<file path="src/rtl/uart_rx_monitor.sv">
// uart_rx_monitor: 8N1 UART receiver feeding a small fall-through byte FIFO.
// Output handshake: a byte transfers on a rising clk edge where o_valid && i_ready;
// o_data holds the FIFO head and stays stable while o_valid=1 and i_ready=0.
module uart_rx_monitor #(
   parameter int CLKS_PER_BIT = 434,
   parameter int FIFO_DEPTH   = 8
) (
   input  logic       clk,
   input  logic       rst,
   input  logic       i_rx,
   output logic [7:0] o_data,
   output logic       o_valid,
   input  logic       i_ready,
   output logic       o_frame_err,
   output logic       o_overflow,
   output logic       o_busy
);

   localparam int AW = $clog2(FIFO_DEPTH);
   localparam logic [15:0] BIT_LAST  = 16'(CLKS_PER_BIT - 1);
   localparam logic [15:0] HALF_LAST = 16'(CLKS_PER_BIT / 2 - 1);

   typedef enum logic [2:0] {
      IDLE      = 3'd0,
      START     = 3'd1,
      DATA      = 3'd2,
      STOP      = 3'd3,
      WAIT_IDLE = 3'd4
   } state_t;

   state_t      state_q, state_d;
   logic [15:0] cnt_q, cnt_d;
   logic [2:0]  idx_q, idx_d;
   logic [7:0]  shreg_q, shreg_d;
   logic        rx_meta_q, rx_s_q;
   logic        busy_q;
   logic        frame_err_q, frame_err_d;
   logic        overflow_q, overflow_d;
   logic        push_req;

   logic [7:0]  mem_q [FIFO_DEPTH];
   logic [AW:0] wr_ptr_q, rd_ptr_q;
   logic        fifo_empty, fifo_full, do_push, do_pop;

   // Two-flop synchronizer for the asynchronous serial line; idles high.
   always_ff @(posedge clk) begin
      if (rst) begin
         rx_meta_q <= 1'b1;
         rx_s_q    <= 1'b1;
      end else begin
         rx_meta_q <= i_rx;
         rx_s_q    <= rx_meta_q;
      end
   end

   // Receiver state, counters and registered status flags.
   always_ff @(posedge clk) begin
      if (rst) begin
         state_q     <= IDLE;
         cnt_q       <= '0;
         idx_q       <= '0;
         shreg_q     <= '0;
         busy_q      <= 1'b0;
         frame_err_q <= 1'b0;
         overflow_q  <= 1'b0;
      end else begin
         state_q     <= state_d;
         cnt_q       <= cnt_d;
         idx_q       <= idx_d;
         shreg_q     <= shreg_d;
         busy_q      <= (state_d != IDLE);
         frame_err_q <= frame_err_d;
         overflow_q  <= overflow_d;
      end
   end

   // Next-state logic: mid-bit sampling, LSB-first shift, stop-bit check.
   always_comb begin
      state_d     = state_q;
      cnt_d       = cnt_q;
      idx_d       = idx_q;
      shreg_d     = shreg_q;
      push_req    = 1'b0;
      frame_err_d = 1'b0;
      case (state_q)
         IDLE: begin
            if (!rx_s_q) begin
               state_d = START;
               cnt_d   = '0;
            end
         end
         START: begin
            cnt_d = cnt_q + 16'd1;
            if (cnt_q == HALF_LAST) begin
               if (rx_s_q) begin
                  state_d = IDLE;
               end else begin
                  state_d = DATA;
                  cnt_d   = '0;
                  idx_d   = '0;
               end
            end
         end
         DATA: begin
            cnt_d = cnt_q + 16'd1;
            if (cnt_q == BIT_LAST) begin
               shreg_d = {rx_s_q, shreg_q[7:1]};
               cnt_d   = '0;
               if (idx_q == 3'd7) state_d = STOP;
               else               idx_d   = idx_q + 3'd1;
            end
         end
         STOP: begin
            cnt_d = cnt_q + 16'd1;
            if (cnt_q == BIT_LAST) begin
               cnt_d = '0;
               if (rx_s_q) begin
                  push_req = 1'b1;
                  state_d  = IDLE;
               end else begin
                  // Stop bit low: drop the byte and wait out any break condition.
                  frame_err_d = 1'b1;
                  state_d     = WAIT_IDLE;
               end
            end
         end
         WAIT_IDLE: begin
            if (rx_s_q) state_d = IDLE;
         end
         default: state_d = IDLE;
      endcase
   end

   assign fifo_empty = (wr_ptr_q == rd_ptr_q);
   assign fifo_full  = (wr_ptr_q[AW] != rd_ptr_q[AW]) &&
                       (wr_ptr_q[AW-1:0] == rd_ptr_q[AW-1:0]);
   assign do_pop     = !fifo_empty && i_ready;
   // A pop in the same cycle frees the slot, so a push into a full FIFO still lands.
   assign do_push    = push_req && (!fifo_full || do_pop);
   assign overflow_d = push_req && fifo_full && !do_pop;

   // FIFO pointers; they carry one extra wrap bit to tell full from empty.
   always_ff @(posedge clk) begin
      if (rst) begin
         wr_ptr_q <= '0;
         rd_ptr_q <= '0;
      end else begin
         if (do_push) wr_ptr_q <= wr_ptr_q + 1'b1;
         if (do_pop)  rd_ptr_q <= rd_ptr_q + 1'b1;
      end
   end

   // FIFO storage; contents need no reset since o_valid gates them.
   always_ff @(posedge clk) begin
      if (do_push) mem_q[wr_ptr_q[AW-1:0]] <= shreg_q;
   end

   assign o_data      = mem_q[rd_ptr_q[AW-1:0]];
   assign o_valid     = !fifo_empty;
   assign o_frame_err = frame_err_q;
   assign o_overflow  = overflow_q;
   assign o_busy      = busy_q;

endmodule
</file>
<file path="config.mk">
export PLATFORM = sky130hd
export DESIGN_NAME = uart_rx_monitor
export DESIGN_NICKNAME = d
export VERILOG_FILES = /design/src/rtl/uart_rx_monitor.sv
export SDC_FILE = /design/constraint.sdc
export NUM_CORES = 1
export LEC_CHECK = 0
export ABC_AREA = 1
export CORE_ASPECT_RATIO = 1.25
export CORE_UTILIZATION = 57
export CTS_BUF_LIST = sky130_fd_sc_hd__clkbuf_2
export CTS_CLUSTER_DIAMETER = 30
export DETAILED_ROUTE_END_ITERATION = 10
export PLACE_DENSITY = 0.79
export SKIP_LAST_GASP = 1
export SYNTH_ARGS = -nofsm -noshare
export SYNTH_HDL_FRONTEND = slang
export SYNTH_SLANG_ARGS = --single-unit
export TNS_END_PERCENT = 10
</file>
<file path="constraint.sdc">
create_clock -name clk -period 2.1 [get_ports clk]
set_input_delay 0.42 -clock clk [delete_from_list [all_inputs] [get_ports clk]]
set_output_delay 0.42 -clock clk [all_outputs]
set_load 0.05 [all_outputs]
</file>
# --- After elaboration in Yosys (flattened, before gate mapping) ---
# Memories as Yosys holds them, arrays and structs flattened. A register that Yosys moved wholly into a read port is not among the register bits.
# Index checks and enable logic that the tools add are counted.
totals:
  in_bits: 4
  ramBits: 64
  out_inout_bits: 12
  memories: 1
  ff_bits: 43
  elab_cells: 78
classes:
  addsub: 4
  bitwise_logic: 2
  n_eq_ne: 15
  mux: 27
  n_reduce_logical: 18
mem_list:
  columns: ["memory", "depth", "word_bits", "rd", "rd_clocked_by_memory_dff", "write_ports", "line_no", "text"]
  rows:
  - ["mem_q", 8, 8, 1, 1, 1, "41", "logic [7:0] mem_q [FIFO_DEPTH];"]
op_table:
  columns: ["op", "count"]
  rows:
  - ["2-to-1 mux 16 bit", 4]
  - ["case mux 16 bit (3 select lines)", 1]
  - ["2-to-1 mux 3 bit", 13]
  - ["adder 16 x 1 -> 16 bit, second input constant", 1]
  - ["equality test 16 x 8 -> 1 bit, second input constant", 1]
  - ["equality test 16 x 9 -> 1 bit, second input constant", 1]
  - ["case mux 3 bit (5 select lines)", 1]
  - ["inequality test 2 bit, second input constant", 5]
  - ["adder 4 x 1 -> 4 bit, second input constant", 2]
  - ["equality test 3 x 2 -> 1 bit, second input constant", 2]
  - ["equality test 3 bit, second input constant", 2]
  - ["2-to-1 mux 1 bit", 6]
  - ["case mux 3 bit (2 select lines)", 1]
  - ["nonzero test 3 bit", 2]
  - ["logical AND 1 bit", 5]
  - ["AND reduction 5 bit", 1]
  - ["equality test 4 bit", 1]
  - ["AND reduction 2 bit", 2]
  - ["adder 3 x 1 -> 3 bit, second input constant", 1]
  - ["equality test 3 x 1 -> 1 bit, second input constant", 1]
  - ["equality test 3 bit", 1]
  - ["zero test 1 bit", 3]
  - ["zero test 3 bit", 1]
  - ["OR reduction 3 bit", 1]
  - ["6 further kinds", 7]

# --- Longest topological paths before layout ---
depth:
  ltp_word: 7
  mapped_depth: 11
  mapped_depth_nobuf: 11

# --- Worst setup path after synthesis ---
# OpenSTA, ideal clock, no wires.
synth_path:
  path_type: "flip-flop to flip-flop"
  from: "register cnt_q[0]"
  to: "memory mem_q[1][0] (enable)"
  required_ns: 1.730
  path_buffers: 0
  stages_incl_launch_ff: 8
  setup_ns: 0.370
  path_slack_ns: 0.042
  period_less_slack_ns: 2.058
  arrival_ns: 1.688
  cell_sequence: "dfxtp_1 ha_1 nand3_1 nor2_4 nand4_4 nor2_4 nand2_1 nor2_1"
synth_between:
  elab_chain_cells: 6
synth_rtl:
  columns: ["element", "line_no", "text"]
  rows:
  - ["start, declared", "32", "logic [15:0] cnt_q, cnt_d;"]
  - ["start signal, assigned", "68", "cnt_q <= cnt_d;"]
  - ["equality test 16 x 9 -> 1 bit", "115", "if (cnt_q == BIT_LAST) begin"]
  - ["2-to-1 mux 1 bit", "115", null]
  - ["2-to-1 mux 1 bit", "85", "case (state_q)"]
  - ["logical AND 1 bit", "139", "assign do_push = push_req && (!fifo_full || do_pop);"]
  - ["2-to-1 mux 1 bit", "155", "if (do_push) mem_q[wr_ptr_q[AW-1:0]] <= shreg_q;"]
  - ["2-to-1 mux 1 bit (not written as such)", "155", null]
  - ["end, declared", "41", null]
# No other way between the ends.

==> run metrics <==
run status=finished with violations; violated checks=negative setup slack; Post-DRT Antenna Nets=0; drc violations=0; Post-Synth Simple-Gate Area=24.4%; Placeable Area=8380 um2; number of nets in the final layout=586; Post-DP HPWL=7820 um; total clock buffers created by CTS=9; main combinational cell family by area after synthesis=simple AND/OR/NAND/NOR gates; clock tree root buffer cell=clkbuf_2; most frequently used flop master after synthesis=edfxtp_1; max-slew headroom at the worst pin=66.2%; via count normalized by instance count=5.46; dpl cells=679; count of vias placed by the detailed router=3,809; Layout Cells excl Fill=697; TritonCTS clock tree=built; Tcrit/Tclk final=109%; mean routed wirelength per cell=15.6 um; mean post-synth cell area=9.29 um2; Setup violations, final=12; synthesized-area fraction occupied by ao, oa, aoi and oai cells=9.60%; setup repair after global routing missed its margin=true; count of port buffers added during placement=15; Crit Path Category=reg -> out; iteration count of the initial detailed-routing pass=4; number of library cell types mapped by synthesis=35; largest cells by area after synthesis=edfxtp_1 (38%), dfxtp_1 (18%), nor2_1 (8.9%), nand2_1 (7.0%), inv_1 (4.1%); number of warnings printed during yosys synthesis=0; # rows=37; vias in the first global route=3,895; synthesized netlist cell count=539; largest voltage drop on the vdd net=0.000335 V; max-cap violations=0; CP Data Arrival Time=1.88 ns; post-synthesis adder-cell area fraction=1.75%; cell area after synthesis=5000 um2; crit path time final=2.30 ns; antenna violations before repair=0; Worst setup SP type=flop; Post-Route Skew=0.0295 ns; Boundary Pins=16; worst min-delay path class=in -> reg; final RePlAce weighted congestion=0.898; Worst Tran Pin Value=0.506 ns; Syn Nets=550; CP required=1.68 ns; leading cell types by count after synthesis=nor2_1 (118), nand2_1 (93), edfxtp_1 (64), inv_1 (54), dfxtp_1 (46); area share of the leading cell type in the synthesized netlist=38.4%; Critical Path End Type=output pin; number of H-tree branching levels=3; max frequency=0.435 GHz; final worst-path setup slack=-0.197 ns; maximum clock insertion buffer count=2; Die Width=85.8 um; filler cell count in the final layout=620; number of synthesized register bits=110; share of final-layout standard cells stronger than drive strength 1=17.6%; final WL=10,900 um; crit path max fanout=15; clock latency on the worst-skew pair=0.59 ns; cell accounting for the most synthesized area=edfxtp_1; xor/xnor cell area share of the yosys netlist=1.75%; number of buffers inserted for hold repair after clock tree synthesis=0; multiplexer area fraction after synthesis=0%; clk slew on worst S/H paths=0.27 ns; wire length of the first global-routing pass=18,100 um; die boundary height=107 um; Leakage=2.29 nW; Clock Sink Count=110; most frequent cell after synthesis=nor2_1; asr flop ratio synth=0%; leftover overflow at the end of global routing=0; iteration-0 DRC count of the detailed router=219; number of antenna diodes=0; overall die area=9160 um2; pin count of the biggest net entering global routing=33; EDFF count, synth=64; area added between synthesis and finish=15.4%; power per unit of standard cell area=679 nW/um2; starting utilization of the core area=59.7%; number of hold violations in the final report=0; part of the Yosys area used for sequential elements=56.8%; final count of pins violating max slew=0; Total GRT Usage=26.4%; end-of-flow core utilization=68.9%
-- layer usage --
metal  vias up  track usage (%)  part of all wire (%)
met5         -                0                     0
met2       122             48.8                    55
li1       1874                -                     -
met1      1778             27.5                    37
met3        35             4.31                   3.9
met4         0             16.7                   4.3
-- sequential cells by signal, indices dropped and copies added (netlist names), named ones only --
signal       cells
mem_q           64
cnt_q           16
shreg_q          8
rd_ptr_q         4
wr_ptr_q         4
idx_q            3
state_q          3
o_busy           1
o_frame_err      1
o_overflow       1
rx_meta_q        1
rx_s_q           1
-- report_power, final --
part	internal, mW	switching [mW]
clock	0.409	0.679
combinational	0.211	0.330
sequential	2.28	0.0186
-- placed cells by master, fill, tap and decap left out, types with 2 or more instances in the layout --
cell type        count
nand2_1             93
dfxtp_1             45
nor2_1             109
a21oi_1             13
or2_2                3
clkbuf_2            10
nand4_1              9
o32ai_2             12
nand3_4              2
o21ai_0             23
buf_4               22
o211ai_1             3
o21bai_1             4
nor2_4               5
xnor2_1              2
a211oi_2             7
inv_1               53
nand2_2              3
clkdlybuf4s50_1      6
inv_6                4
nor2_2               9
ha_1                 7
edfxtp_1            64
nand3_1             23
nand2_4              2
o32ai_1              3
bufinv_16            2
buf_6                6
xor2_1               8
buf_8                4
nor3_1               9
-- final timing paths --
check                  from  slack [ns]  cells after the start          end
setup / recovery       flop       -0.20                      6    o_data[0]
hold / removal         i_rx        0.37                      2    rx_meta_q
setup reg to reg   cnt_q[1]        0.18                      9  mem_q[5][1]
hold reg to reg   rx_meta_q        0.45                      1       rx_s_q
-- repair_timing --
item                                    CTS  global route
cloned                                    2             0
pin swaps                                 3             5
buffers inserted                          0             0
endpoints found under the setup margin   12            12
resized for setup                        28            20
-- worst max-delay path, stage by stage, from the launching register on --
cell     delay (ns)
dfxtp_4        0.46
buf_8          0.15
nor2_1         0.06
o32ai_2        0.30
nand2_1        0.09
nand2_1        0.09
buf_6          0.16
-- cells by family after synthesis --
| logic type | after synthesis |
|---|---|
| DFF | 110 |
| xor gates and xnor gates | 10 |
| buffers and inverters | 71 |
| adders and majority gates | 7 |
| AOI/OAI and AO/OA | 69 |
| and+or+nand+nor | 272 |
-- layout make-up --
class                      count  area (um2)  share of cell area [%]
inverter                      55         216                    3.75
clock inverter                 6        90.1                    1.56
tap                          117         146                    2.53
multi-input combinational    358        2010                    34.9
timing repair buffer          41         413                    7.15
sequential                   110        2850                    49.3
clock buffer                  10        50.0                   0.866
-- metrics by stage --
| stage | setup slack (ns) | TNS, ns | instance area [um2] | power, mW | hold slack [ns] |
|---|---|---|---|---|---|
| floorplan | 0.0417 | 0 | 5000 | 2.64 | 0.389 |
| global placement | 0.0700 | 0 | 5390 | 2.76 | 0.392 |
| detailed placement | 0.0545 | 0 | 5390 | 2.77 | 0.394 |
| CTS | -0.235 | -2.33 | 5700 | 3.92 | 0.316 |
| global route | -0.319 | -3.21 | 5780 | 4.08 | 0.304 |
| finish | -0.197 | -1.73 | 5780 | 3.92 | 0.371 |
Note: power is estimated with default switching activity, not from simulation.
